[config.mk]
export PLATFORM = sky130hd
export DESIGN_NAME = instr_fetch
export DESIGN_NICKNAME = d
export VERILOG_FILES = /design/src/rtl/instr_fetch.sv
export SDC_FILE = /design/constraint.sdc
export NUM_CORES = 1
export LEC_CHECK = 0
export CORE_MARGIN = 3
export CORE_UTILIZATION = 35
export DETAILED_ROUTE_END_ITERATION = 8
export GPL_TIMING_DRIVEN = 0
export MAX_ROUTING_LAYER = met4
export PLACE_DENSITY = 0.51
export SYNTH_ARGS = -nofsm -noshare
export SYNTH_HDL_FRONTEND = slang
export SYNTH_SLANG_ARGS = --single-unit
[constraint.sdc]
create_clock -name clk -period 2.9 [get_ports clk]
set_clock_uncertainty 0.05 [all_clocks]
set_input_delay 0.435 -clock clk [delete_from_list [all_inputs] [get_ports clk]]
set_output_delay 0.435 -clock clk [all_outputs]
set_load 0.05 [all_outputs]
[src/rtl/instr_fetch.sv]
// Instruction fetch/sequencing stage feeding the processor's din input.
// Holds a small program memory (writable only while IDLE or HALT), steps a
// program counter through it, and hands each word over with a valid/ack
// handshake. Supports free-run, single-step and halt-on-sentinel operation.
module instr_fetch #(
  parameter int                 DATA_W    = 16,
  parameter int                 ADDR_W    = 5,
  parameter logic [DATA_W-1:0]  HALT_WORD = 16'hFFFF
) (
  input  logic              clk,
  input  logic              rst,
  input  logic              wr_en,
  input  logic [ADDR_W-1:0] wr_addr,
  input  logic [DATA_W-1:0] wr_data,
  input  logic              run,
  input  logic              step,
  input  logic              pc_clr,
  input  logic              instr_ack,
  output logic [DATA_W-1:0] din,
  output logic              din_valid,
  output logic [ADDR_W-1:0] pc,
  output logic              halted,
  output logic              busy
);

  localparam int DEPTH = 2 ** ADDR_W;

  typedef enum logic [1:0] {
    IDLE  = 2'd0,
    FETCH = 2'd1,
    READY = 2'd2,
    HALT  = 2'd3
  } state_t;

  state_t            state_q, state_d;
  logic [ADDR_W-1:0] pc_q, pc_d;
  logic [DATA_W-1:0] din_q, din_d;
  logic              din_valid_q, din_valid_d;
  logic              halted_q, halted_d;
  logic              busy_q, busy_d;
  logic              mem_we;
  logic [DATA_W-1:0] rd_word;

  logic [DATA_W-1:0] mem_q [DEPTH];

  // The word at pc is captured into din at the edge that leaves FETCH, so a
  // write made at the edge that entered FETCH is already visible here.
  assign rd_word = mem_q[pc_q];

  // Next-state, pc, output and write-enable decode; pc_clr overrides
  // everything except reset, and also suppresses a same-cycle write.
  always_comb begin
    state_d     = state_q;
    pc_d        = pc_q;
    din_d       = din_q;
    din_valid_d = din_valid_q;
    halted_d    = halted_q;
    mem_we      = 1'b0;

    if (pc_clr) begin
      pc_d        = '0;
      din_valid_d = 1'b0;
      halted_d    = 1'b0;
      state_d     = IDLE;
    end else begin
      mem_we = wr_en && ((state_q == IDLE) || (state_q == HALT));
      unique case (state_q)
        IDLE: begin
          if (run || step) begin
            state_d = FETCH;
          end
        end
        FETCH: begin
          if (rd_word == HALT_WORD) begin
            halted_d = 1'b1;
            state_d  = HALT;
          end else begin
            din_d       = rd_word;
            din_valid_d = 1'b1;
            state_d     = READY;
          end
        end
        READY: begin
          if (instr_ack) begin
            din_valid_d = 1'b0;
            pc_d        = pc_q + ADDR_W'(1);
            state_d     = run ? FETCH : IDLE;
          end
        end
        HALT: begin
          state_d = HALT;
        end
        default: begin
          state_d = IDLE;
        end
      endcase
    end

    busy_d = (state_d == FETCH) || (state_d == READY);
  end

  // Control and output registers with synchronous active-low reset.
  always_ff @(posedge clk) begin
    if (!rst) begin
      state_q     <= IDLE;
      pc_q        <= '0;
      din_q       <= '0;
      din_valid_q <= 1'b0;
      halted_q    <= 1'b0;
      busy_q      <= 1'b0;
    end else begin
      state_q     <= state_d;
      pc_q        <= pc_d;
      din_q       <= din_d;
      din_valid_q <= din_valid_d;
      halted_q    <= halted_d;
      busy_q      <= busy_d;
    end
  end

  // Program memory write port; contents survive reset, but a write is not
  // taken while reset is asserted.
  always_ff @(posedge clk) begin
    if (rst && mem_we) begin
      mem_q[wr_addr] <= wr_data;
    end
  end

  assign din       = din_q;
  assign din_valid = din_valid_q;
  assign pc        = pc_q;
  assign halted    = halted_q;
  assign busy      = busy_q;

endmodule

==> run_results.csv <==
group,metric,value,unit
die,io_pins,52,
timing,period_share,0.970,
clocking,cts_sinks,543,
die,die_x,253,um
placed_design,gp_congestion,0.845,
clocking,cts_root_buf,"clkbuf_16",
yosys,synth_common_cells,"edfxtp_1 (512), mux2i_1 (257), a22oi_1 (96), nand2_1 (89), nor2_1 (43)",
global_route,grt_start_max_net_pins,33,
clocking,cts_buffers,55,
timing,slew_violations,0,
clocking,worstSkewPairLatency,0.60,ns
global_route,grt_pass1_wl,86700,um
layout,diodes,0,
timing,setup_violations,0,
detailed_routing,drt-total-wl,62000,um
detailed_routing,drtPass1Iterations,6,
power_and_ir_drop,peakVddDrop,0.455,mV
power_and_ir_drop,p_switching,3.20,mW
layout,num-nets-final,1495,
yosys,synth.largest_area_cell,"edfxtp_1",
global_route,grt_antenna_before_repair,0,
global_route,grt_usage,0.198,
timing,final.setup.tns,0,ns
yosys,syn_inst,1296,
yosys,ys_seq_area_frac,0.749,
timing,post-route-min-period,2.81,ns
critical_path,path_class,"reg -> reg",
critical_path,worstPathRequired,3.34,ns
layout,syn_to_final_growth,23.4,%
detailed_routing,vias_per_cell,5.33,
critical_path,rrSetupSlack,0.09,ns
timing,fin_ws,0.0882,ns
power_and_ir_drop,p_sw_frac,0.203,
min_path,hp-class,"in -> reg",
placed_design,post-dp-hpwl,39500,um
critical_path,worstPathMaxFanout,11,
layout,drive_gt1_frac,0.208,
power_and_ir_drop,p_int,12.6,mW
clocking,ctsLongestPathBuffers,3,
yosys,synth_cell_types,38,
yosys,netlist_area,0.0214,mm^2
placed_design,pre_cts_ws,-1.51,ns
detailed_routing,avgRoutedWirePerCell,27.2,um
power_and_ir_drop,power.share.clock,0.432,
critical_path,worst_ep_arrival_time,3.25,ns
yosys,synth_seq_cells,543,
global_route,grt_overflow,0,
clocking,cts_tree,"done",
clocking,cts.reportedPaths.clkPinSlew,0.06,ns
timing,relSlewSlack,0.0736,
global_route,grt_pass1_vias,11900,
yosys,yosys_warnings,0,
detailed_routing,drt_iter0_markers,1129,
yosys,syn_nets,1329,
run_status,status,"finished clean",
layout,instances_no_fill,2279,
die,die_y,253,um
detailed_routing,num_vias,12100,
die,start_util,0.358,
timing,hold_viol_final,0,
timing,tightestPinTransition,1.39,ns
power_and_ir_drop,power.leakage,7.99,nW
yosys,synth.most_common_cell,"edfxtp_1",
clocking,h-tree-depth,2,
power_and_ir_drop,p_seq_frac,0.545,
yosys,synth.top_cell.area_share,0.720,
power_and_ir_drop,share_comb_of_total_power,0.023,
power_and_ir_drop,power.total,15.8,mW
yosys,async_flop_share,0,
yosys,syn-mean-instance-area,16.5,um^2
detailed_routing,route.antenna.remaining_nets,0,
critical_path,critPathLaunchType,"flip-flop",
yosys,synth-main-ff-cell,"edfxtp_1",
flow_run,cap_violations,0,
die,core_area,0.0597,mm^2
critical_path,end_kind,"flip-flop",
placed_design,dp.cells,2147,
detailed_routing,drc,0,
die,rows,89,
die,fp.dieArea,0.0640,mm^2
yosys,synth_area_leaders,"edfxtp_1 (72%), mux2i_1 (12%), a22oi_1 (3.4%), dfxtp_1 (2.9%), nand2_1 (1.6%)",
placed_design,portBuffers,51,
yosys,synth_edf_count,512,
clocking,hold_buffers,0,
power_and_ir_drop,power.density,599,mW/mm^2
timing,hold_ws,0.381,ns
timing,max_freq,0.356,GHz
==> through the flow <==
stage | utilization | cell area [um^2]
after floorplan | - | 21400
after global placement | 0.383 | 22800
after detailed placement | 0.391 | 23300
after CTS | 0.430 | 25700
after global routing | 0.442 | 26400
final | 0.442 | 26400
==> layout by cell type (no fill, tap or decap), drive strengths merged, types with 2 or more instances in the layout <==
cell type	count
nor2	43
or3b	2
clkbuf	101
nand4	3
clkdlybuf4s50	41
a22oi	96
o22ai	8
nand3	39
nor4	2
buf	111
edfxtp	512
mux2i	257
bufinv	3
nand3b	6
nor2b	19
dfxtp	31
ha	5
xor2	3
clkinv	21
inv	7
nand2	89
o31ai	16
nand2b	5
clkinvlp	2
o21ai	33
a21oi	19
nor3	3
and2	3
a211oi	18
==> registers in the layout, summed over array words and instances (netlist names), named ones only <==
name,flops
din,16
mem_q,512
state_q,2
pc,5
din_valid,1
halted,1
busy,1
==> repair_timing <==
item | 4_1_cts | 5_1_grt
pin swaps | 10 | 17
setup endpoints to repair | 225 | 419
setup buffers | 6 | 21
cloned | 1 | 3
resized for setup | 193 | 86
==> worst max-delay path, stage by stage, from the launching register on <==
cell	delay [ns]
dfxtp_4	0.38
buf_12	0.17
buf_6	0.24
mux2i_1	0.13
a22oi_1	0.29
nand2_1	0.13
o31ai_2	0.29
o22ai_2	0.17
nor4_4	0.22
buf_4	0.19
a21oi_1	0.07
or3b_1	0.35
==> layer usage <==
metal,GRT usage,routed length (um)
met4,0.0648,2140
met5,-,0
met3,0.0385,4030
met2,0.304,28800
met1,0.265,27000
==> worst paths after layout <==
path	cells past startpoint	startpoint	to
setup / recovery	11	flip-flop	busy
hold / removal	1	wr_data[1]	mem_q[29][1]
setup reg to reg	11	flip-flop	busy
hold reg to reg	2	halted	halted
==> cell type report <==
cell class,instances,area [um^2]
plain buffers,69,767
clock buffers,74,1510
clock inverters,27,201
fillers,5248,33300
inverters,6,22.5
multi-input cells,677,5590
flip-flops and latches,543,16000
well taps,773,967
repair buffers,110,1300
==> cells by family (layout without fill, tap and decap cells) <==
| family | Yosys count | in the layout | share of synthesized area |
|---|---|---|---|
| AOI/OAI and AO/OA | 195 | 195 | 0.0629 |
| xor gates and xnor gates | 4 | 4 | 0.00164 |
| adders and majority gates | 5 | 5 | 0.00293 |
| buffers and inverters | 76 | 286 | 0.0168 |
| DFF | 543 | 543 | 0.749 |
| muxes | 257 | 257 | 0.120 |
| and+or+nand+nor | 216 | 216 | 0.0466 |
==> power by group through the flow <==
stage | Sequential [mW] | Combinational, mW | Clock (mW)
detailed placement | 8.78 | 0.346 | 0
floorplan | 8.80 | 0.0743 | 0
global route | 8.60 | 0.388 | 7.28
finish | 8.60 | 0.362 | 6.82
CTS | 8.61 | 0.358 | 6.96
global placement | 8.78 | 0.328 | 0
Power figures use the tool's default switching activity.
